**src/rtl/mips_check_pkg.sv**
```systemverilog
// Shared definitions for the post-run sort result checker.
// Holds the scanner state encoding and the default result-region geometry
// that matches the bubble-sort program image loaded into the MIPS32 core.
package mips_check_pkg;

    localparam int DW_DEF   = 32;
    localparam int BASE_DEF = 100;
    localparam int LEN_DEF  = 20;

    typedef enum logic [1:0] {
        IDLE  = 2'd0,
        ISSUE = 2'd1,
        DRAIN = 2'd2,
        DONE  = 2'd3
    } state_e;

endpackage

```
**src/rtl/sort_check_acc.sv**
```systemverilog
// Per-word accumulator for the sort result checker.
// Folds each returned word into checksum, min, max and the descending-pair
// statistics. A clear pulse returns every result to its idle value.
//   clk1            : clock
//   rst             : synchronous active-high reset
//   clear_i         : restart accumulation (takes priority over valid_i)
//   valid_i         : word_i carries a returned memory word this cycle
//   first_i         : word_i is word 0 of the region (no predecessor)
//   word_i          : returned data word
//   prev_o          : last accumulated word
//   checksum_o      : running sum mod 2^DW
//   min_o / max_o   : running unsigned minimum / maximum
//   err_count_o     : number of descending adjacent pairs so far
//   first_err_idx_o : index of the first descending word, 0 if none
module sort_check_acc
    import mips_check_pkg::*;
#(
    parameter int DW = DW_DEF,
    parameter int CW = 5
) (
    input  logic          clk1,
    input  logic          rst,
    input  logic          clear_i,
    input  logic          valid_i,
    input  logic          first_i,
    input  logic [DW-1:0] word_i,
    output logic [DW-1:0] prev_o,
    output logic [DW-1:0] checksum_o,
    output logic [DW-1:0] min_o,
    output logic [DW-1:0] max_o,
    output logic [CW-1:0] err_count_o,
    output logic [CW-1:0] first_err_idx_o
);

    logic [DW-1:0] prev_q, prev_d;
    logic [DW-1:0] checksum_q, checksum_d;
    logic [DW-1:0] min_q, min_d;
    logic [DW-1:0] max_q, max_d;
    logic [CW-1:0] err_count_q, err_count_d;
    logic [CW-1:0] first_err_q, first_err_d;
    logic [CW-1:0] idx_q, idx_d;
    logic          desc;

    assign desc = valid_i && !first_i && (word_i < prev_q);

    always_comb begin
        prev_d      = prev_q;
        checksum_d  = checksum_q;
        min_d       = min_q;
        max_d       = max_q;
        err_count_d = err_count_q;
        first_err_d = first_err_q;
        idx_d       = idx_q;
        if (clear_i) begin
            prev_d      = '0;
            checksum_d  = '0;
            min_d       = '1;
            max_d       = '0;
            err_count_d = '0;
            first_err_d = '0;
            idx_d       = '0;
        end else if (valid_i) begin
            checksum_d = checksum_q + word_i;
            if (word_i < min_q) min_d = word_i;
            if (word_i > max_q) max_d = word_i;
            prev_d = word_i;
            idx_d  = idx_q + CW'(1);
            if (desc) begin
                err_count_d = err_count_q + CW'(1);
                // Only the first descending word records its index.
                if (err_count_q == '0) first_err_d = idx_q;
            end
        end
    end

    always_ff @(posedge clk1) begin
        if (rst) begin
            prev_q      <= '0;
            checksum_q  <= '0;
            min_q       <= '1;
            max_q       <= '0;
            err_count_q <= '0;
            first_err_q <= '0;
            idx_q       <= '0;
        end else begin
            prev_q      <= prev_d;
            checksum_q  <= checksum_d;
            min_q       <= min_d;
            max_q       <= max_d;
            err_count_q <= err_count_d;
            first_err_q <= first_err_d;
            idx_q       <= idx_d;
        end
    end

    assign prev_o          = prev_q;
    assign checksum_o      = checksum_q;
    assign min_o           = min_q;
    assign max_o           = max_q;
    assign err_count_o     = err_count_q;
    assign first_err_idx_o = first_err_q;

endmodule

```
**config.mk**
```make
export PLATFORM = sky130hd
export DESIGN_NAME = sort_check_acc
export DESIGN_NICKNAME = d
export VERILOG_FILES = /design/src/rtl/mips_check_pkg.sv /design/src/rtl/sort_check_acc.sv
export SDC_FILE = /design/constraint.sdc
export NUM_CORES = 1
export LEC_CHECK = 0
export CAP_MARGIN = 20
export CORE_ASPECT_RATIO = 0.5
export CORE_MARGIN = 3
export CORE_UTILIZATION = 25
export CTS_BUF_LIST = sky130_fd_sc_hd__clkbuf_4
export CTS_CLUSTER_SIZE = 25
export DETAILED_ROUTE_END_ITERATION = 8
export HOLD_SLACK_MARGIN = 0.02
export SETUP_SLACK_MARGIN = 0.5
export SLEW_MARGIN = 20
export SYNTH_ARGS = -nofsm -noshare
export SYNTH_HDL_FRONTEND = slang
export SYNTH_SLANG_ARGS = --single-unit
```
**constraint.sdc**
```tcl
create_clock -name clk1 -period 7.9 [get_ports clk1]
set_input_delay 0.79 -clock clk1 [delete_from_list [all_inputs] [get_ports clk1]]
set_output_delay 0.79 -clock clk1 [all_outputs]
set_load 0.005 [all_outputs]
```
### Word level (Yosys, flattened, before mapping)

Cells that the tools add are included.
W data, S select, Z words.

| operators by class | value |
|---|---|
| add/sub/neg operators | 3 |
| magnitude comparators | 3 |
| reductions and logical operators | 9 |

Operators with widths:

| kind | number |
|---|---|
| $lt A32 B32 Y1 | 2 |
| $add A32 B32 Y32 | 1 |
| $gt A32 B32 Y1 | 1 |
| $add A5 B1 Y5 const B | 2 |
| $reduce_and A2 Y1 | 3 |
| $logic_not A5 Y1 | 1 |
| $reduce_and A3 Y1 | 1 |
| $logic_and A1 B1 Y1 | 2 |
| $reduce_or A2 Y1 | 1 |
| $logic_not A1 Y1 | 1 |

| storage, ports and cells | value |
|---|---|
| flip-flop bits (word level) | 143 |
| output and inout bits | 138 |

### Depth between registers and ports, before layout

| depth | value |
|---|---|
| depth after elaboration | 4 |
| gate-level depth with buffers | 12 |
| gate-level depth less buffers | 11 |

### Least setup slack after synthesis

OpenSTA, ideal clock, no wires.

| timing | value |
|---|---|
| path kind | input port to flip-flop |
| start point | input port word_i[0] |
| end point | register checksum_q[30] (netlist: checksum_o[30]) |
| arrival time | 2.927 ns |
| slack | 4.827 ns |
| stages on the path | 11 |
| buffers on the path | 0 |
| cell sequence | ha_1 fa_1 a21o_1 a311o_1 or4b_4 nand3_2 a31oi_4 o21ai_2 nand3_2 mux2i_1 a221oi_2 |

| between the ends | value |
|---|---|
| longest elaborated chain between the ends | 1 |

RTL lines:

| what | RTL line | source |
|---|---|---|
| start, declared | sort_check_acc.sv:26 | `input logic [DW-1:0] word_i,` |
| $add A32 B32 Y32 | sort_check_acc.sv:63 | `checksum_d = checksum_q + word_i;` |
| end signal, assigned | sort_check_acc.sv:87 | `checksum_q <= checksum_d;` |
| end, declared | sort_check_acc.sv:36 | `logic [DW-1:0] checksum_q, checksum_d;` |

No other way between the ends.
A chain may end at the register's enable or synchronous reset.

### Worst setup path in the final report

| timing | value |
|---|---|
| start point | input port word_i[14] |
| end point | register min_q[0] (netlist: min_o[0]) |

| between the ends | value |
|---|---|
| longest elaborated chain between the ends | 2 |

RTL lines:

| what | RTL line | source |
|---|---|---|
| $lt A32 B32 Y1 | sort_check_acc.sv:64 | `if (word_i < min_q) min_d = word_i;` |
| $reduce_and A2 Y1 (no line) | n/a |  |
| end signal, assigned | sort_check_acc.sv:88 | `min_q <= min_d;` |
| end, declared | sort_check_acc.sv:37 | `logic [DW-1:0] min_q, min_d;` |

No other way between the ends.

==> flow_summary.html <==
<table>
<tr><th>Metric</th><th>Value</th></tr>
<tr><th colspan="2">STA</th></tr>
<tr><td>Pin slew with the least headroom to its limit</td><td>0.963 ns</td></tr>
<tr><td>Share of the clock period used by the worst path after layout</td><td>47.5%</td></tr>
<tr><td>Timing-limited maximum frequency</td><td>0.266 GHz</td></tr>
<tr><td>Sum of negative setup slack</td><td>0 ns</td></tr>
<tr><td>PnR worst setup slack</td><td>4.15 ns</td></tr>
<tr><td>RSZ-0062 raised after global routing</td><td>false</td></tr>
<tr><td>Final period demand of the worst path</td><td>3.75 ns</td></tr>
<tr><td>Hold Fails Final Rpt</td><td>0</td></tr>
<tr><td>Count of endpoints failing setup in the final report</td><td>0</td></tr>
<tr><td>Number of max-slew violations in the final report</td><td>0</td></tr>
<tr><td>Worst clock skew</td><td>0.0231 ns</td></tr>
<tr><td>Worst max-slew margin expressed relative to the limit</td><td>35.8%</td></tr>
<tr><th colspan="2">Place</th></tr>
<tr><td>Number of buffers added on ports</td><td>174</td></tr>
<tr><td>Final estimated routing congestion in global placement</td><td>0.838</td></tr>
<tr><td>Detailed placer's ending HPWL</td><td>20900 um</td></tr>
<tr><td>Dpl ws</td><td>3.62 ns</td></tr>
<tr><th colspan="2">Global routing</th></tr>
<tr><td>Global router's overall resource usage</td><td>14.3%</td></tr>
<tr><td>Global-route congestion overflow total</td><td>0</td></tr>
<tr><td>Initial antenna violation count</td><td>1</td></tr>
<tr><td>Number of global-route vias before repair</td><td>7584</td></tr>
<tr><td>Pin count of the biggest net entering global routing</td><td>85</td></tr>
<tr><td>First-pass GRT wire length</td><td>43700 um</td></tr>
<tr><th colspan="2">Setup path</th></tr>
<tr><td>Number of cells on the worst reg-to-reg path</td><td>12</td></tr>
<tr><td>Capturing element type of the critical path</td><td>flop</td></tr>
<tr><td>Startpoint type of the worst setup path</td><td>primary input</td></tr>
<tr><td>Highest fanout seen on the critical path</td><td>42</td></tr>
<tr><td>Beginning of the critical path</td><td>word_i[14]</td></tr>
<tr><td>Path length in cells of the critical path</td><td>12</td></tr>
<tr><td>Buffers plus inverters on the worst setup path</td><td>2</td></tr>
<tr><td>Ordered list of cells on the worst path</td><td>clkdlybuf4s50_1, ha_1, a21oi_1, nor2b_1, a2111oi_0, o211ai_1, a31oi_1, o311ai_1, a21oi_4, buf_4, nor3_1, a31oi_1</td></tr>
<tr><td>Dominant delay contributor by cell family on the critical path</td><td>compound AO/OA/AOI/OAI gates</td></tr>
<tr><td>Cell at the slowest stage of the critical path</td><td>sky130_fd_sc_hd__clkdlybuf4s50_1</td></tr>
<tr><td>CP Data Required Time</td><td>8.38 ns</td></tr>
<tr><td>Crit Path Class</td><td>in -&gt; reg</td></tr>
<tr><td>CP most frequent cell</td><td>sky130_fd_sc_hd__a31oi_1</td></tr>
<tr><td>Data arrival time of the critical path</td><td>4.24 ns</td></tr>
<tr><td>Largest stage delay, worst path</td><td>0.64 ns</td></tr>
<tr><td>Startpoint of the lowest-slack register-to-register path</td><td>min_o[14]</td></tr>
<tr><th colspan="2">Clock tree</th></tr>
<tr><td>Clock slew at reported path FFs</td><td>0.14 ns</td></tr>
<tr><td>Depth of the CTS H-tree</td><td>4</td></tr>
<tr><td>Number of instances resized during post-cts repair</td><td>0</td></tr>
<tr><td>Clock tree root driver cell</td><td>sky130_fd_sc_hd__clkbuf_4</td></tr>
<tr><td>Worst-Skew Late Latency</td><td>0.56 ns</td></tr>
<tr><td>Buffers inserted by post-CTS timing repair</td><td>0</td></tr>
<tr><td>TritonCTS Buffers</td><td>17</td></tr>
<tr><td>Clock net sink count</td><td>143</td></tr>
<tr><td>Max clock buf depth</td><td>2</td></tr>
<tr><td>Number of hold buffers added after cts</td><td>0</td></tr>
<tr><td>CTS tree</td><td>built</td></tr>
<tr><th colspan="2">Die</th></tr>
<tr><td>Row cnt</td><td>48</td></tr>
<tr><td>Total Die Area</td><td>0.0387 mm^2</td></tr>
<tr><td>Io pins</td><td>175</td></tr>
<tr><td>Initial cell density of the core</td><td>25.8%</td></tr>
<tr><td>Width of the die</td><td>275 um</td></tr>
<tr><td>Area of the core</td><td>0.0351 mm^2</td></tr>
<tr><td>Vert. Die Dim</td><td>141 um</td></tr>
<tr><th colspan="2">Finish</th></tr>
<tr><td>Synthesis-to-finish area growth</td><td>27.7%</td></tr>
<tr><td>Total Nets Final</td><td>1367</td></tr>
<tr><td>Top library cells by usage in the layout, fill and taps aside</td><td>sky130_fd_sc_hd__clkdlybuf4s50_1, sky130_fd_sc_hd__dfxtp_1, sky130_fd_sc_hd__ha_1</td></tr>
<tr><td>Number of filler cells placed in the layout</td><td>3730</td></tr>
<tr><td>Layout cells sized above 1</td><td>5.02%</td></tr>
<tr><td>Most common cell after layout, fill and taps aside</td><td>sky130_fd_sc_hd__clkdlybuf4s50_1</td></tr>
<tr><th colspan="2">Route</th></tr>
<tr><td>DRC viols</td><td>0</td></tr>
<tr><td>Length of the first detailed-routing pass in iterations</td><td>5</td></tr>
<tr><td>Antenna Violating Nets Remaining</td><td>0</td></tr>
<tr><td>Average wire length per cell after detail routing</td><td>16.2 um</td></tr>
<tr><td>Routed Wire Length</td><td>27400 um</td></tr>
<tr><td>Via count</td><td>7891</td></tr>
<tr><td>Routed vias/inst</td><td>4.67</td></tr>
<tr><td>Number of DRC violations after detailed-routing iteration 0</td><td>472</td></tr>
<tr><th colspan="2">Power</th></tr>
<tr><td>Leak</td><td>4.90 nW</td></tr>
<tr><td>Cell Pwr Density</td><td>147 mW/mm^2</td></tr>
<tr><td>Proportion of total power due to net switching</td><td>31.1%</td></tr>
<tr><td>Switching power total</td><td>0.529 mW</td></tr>
<tr><td>Power Internal</td><td>1.17 mW</td></tr>
<tr><td>Clock power frac</td><td>32.0%</td></tr>
<tr><td>Combinational Power Share</td><td>22.7%</td></tr>
<tr><td>Sequential share of power</td><td>45.3%</td></tr>
<tr><td>Maximum vdd drop</td><td>82.2 uV</td></tr>
<tr><th colspan="2">Logic synthesis</th></tr>
<tr><td>Flip-flop cell with the highest count after synthesis</td><td>sky130_fd_sc_hd__dfxtp_1</td></tr>
<tr><td>Yosys reg bits</td><td>143</td></tr>
<tr><td>Mapped cell area</td><td>0.00906 mm^2</td></tr>
<tr><td>Avg Inst Size Synth</td><td>8.64 um^2</td></tr>
<tr><td>Area share of the largest cell type after synthesis</td><td>31.6%</td></tr>
<tr><td>Synth top area cells</td><td>sky130_fd_sc_hd__dfxtp_1, sky130_fd_sc_hd__ha_1, sky130_fd_sc_hd__mux2i_1</td></tr>
<tr><td>Number of enable flip-flop cells after synthesis</td><td>0</td></tr>
<tr><td>Count of different cell masters after synthesis</td><td>66</td></tr>
<tr><td>Sequential area share after synthesis</td><td>31.6%</td></tr>
<tr><td>Mapped Cells</td><td>1049</td></tr>
<tr><td>Synth warn</td><td>0</td></tr>
<tr><td>Net count of the mapped netlist</td><td>1215</td></tr>
<tr><td>Cell taking the most area after synthesis</td><td>sky130_fd_sc_hd__dfxtp_1</td></tr>
<tr><td>Share of synthesized flip-flops with an asynchronous set or reset</td><td>0%</td></tr>
<tr><th colspan="2">Min path</th></tr>
<tr><td>Worst hold path stage count</td><td>2</td></tr>
<tr><td>Class of the tightest hold or removal check</td><td>reg -&gt; reg</td></tr>
<tr><td>Hold Path Origin</td><td>first_err_idx_o[2]</td></tr>
<tr><th colspan="2">Run</th></tr>
<tr><td>Max-cap check violation count</td><td>0</td></tr>
<tr><th colspan="2">Status</th></tr>
<tr><td>Run status</td><td>completed</td></tr>
</table>
## layer usage
| metal | vias to the layer above | GRT usage (%) | share of wire, % |
|---|---|---|---|
| li1 | 4067 | - | - |
| met1 | 3677 | 17.2 | 43 |
| met2 | 116 | 26.0 | 52 |
| met3 | 31 | 2.47 | 3.0 |
| met4 | 0 | 4.36 | 2.5 |
| met5 | - | 0 | 0 |
## sequential cells by signal, indices dropped and copies added (netlist names)
name and cells:
max_o 32, err_count_o 5, first_err_idx_o 5, prev_o 32
checksum_o 32, min_o 32, idx_q 5
## layout make-up
cell class	count	area, um^2	area share, %
Inverter	102	383	3.31
Multi-Input combinational cell	757	5620	48.6
Timing Repair Buffer	180	1780	15.4
Clock inverter	15	194	1.68
Tap cell	475	594	5.14
Clock buffer	17	128	1.10
Sequential cell	143	2860	24.7
Antenna cell	1	2.50	0.0216
## path summary, 6_finish.rpt
path,endpoint,slack [ns]
setup / recovery,min_o[0],4.15
hold / removal,first_err_idx_o[2],0.47
setup reg to reg,min_o[0],4.63
hold reg to reg,first_err_idx_o[2],0.47
## logic make-up after synthesis
group	after synthesis	share of synthesized area [%]
AO/OA/AOI/OAI	249	19.0
adder cells (fa/ha/maj)	129	17.9
buffers and inverters	149	6.68
flip-flops	143	31.6
AND/OR/NAND/NOR	287	15.0
XOR/XNOR	30	2.90
multiplexers	62	6.90
## Yosys cell counts (8+ instances only)
master	count
sky130_fd_sc_hd__dfxtp_1	143
sky130_fd_sc_hd__ha_1	128
sky130_fd_sc_hd__inv_1	102
sky130_fd_sc_hd__nor2_1	85
sky130_fd_sc_hd__nand2_1	84
sky130_fd_sc_hd__mux2i_1	61
sky130_fd_sc_hd__a21oi_1	53
sky130_fd_sc_hd__nand3_1	47
sky130_fd_sc_hd__a21o_1	39
sky130_fd_sc_hd__o211ai_1	38
sky130_fd_sc_hd__o31ai_1	35
sky130_fd_sc_hd__clkbuf_1	34
sky130_fd_sc_hd__nand4_1	20
sky130_fd_sc_hd__o21ai_0	19
sky130_fd_sc_hd__xnor2_1	17
sky130_fd_sc_hd__xor2_1	13
sky130_fd_sc_hd__o21ai_1	11
sky130_fd_sc_hd__a31oi_1	9
sky130_fd_sc_hd__nand2b_1	9
sky130_fd_sc_hd__a211oi_1	8
sky130_fd_sc_hd__nor3_1	8
## metrics by stage
stage / hold WS [ns] / std cells / power, mW / utilization [%] / cell area, um^2
2_1_floorplan: 0.450 / 1049 / 1.02 / - / 9060
3_3_place_gp: 0.449 / 1657 / 1.17 / 32.1 / 11200
3_5_place_dp: 0.449 / 1657 / 1.17 / 32.1 / 11200
4_1_cts: 0.475 / 1689 / 1.72 / 33.0 / 11600
5_1_grt: 0.495 / 1690 / 1.80 / 33.0 / 11600
6_report: 0.470 / 1690 / 1.70 / 33.0 / 11600
## worst min-delay path, stage by stage (launching register included)
cell and delay, ns:
sky130_fd_sc_hd__dfxtp_1 0.34, sky130_fd_sc_hd__nand2_1 0.05, sky130_fd_sc_hd__mux2i_1 0.05
## power groups by stage
stage	registers (mW)	clock network [mW]	logic [mW]
5_1_grt	0.774	0.592	0.433
3_5_place_dp	0.786	0	0.385
4_1_cts	0.770	0.560	0.388
2_1_floorplan	0.782	0	0.234
3_3_place_gp	0.786	0	0.384
6_report	0.770	0.545	0.386
(Power assumes the default switching activity.)
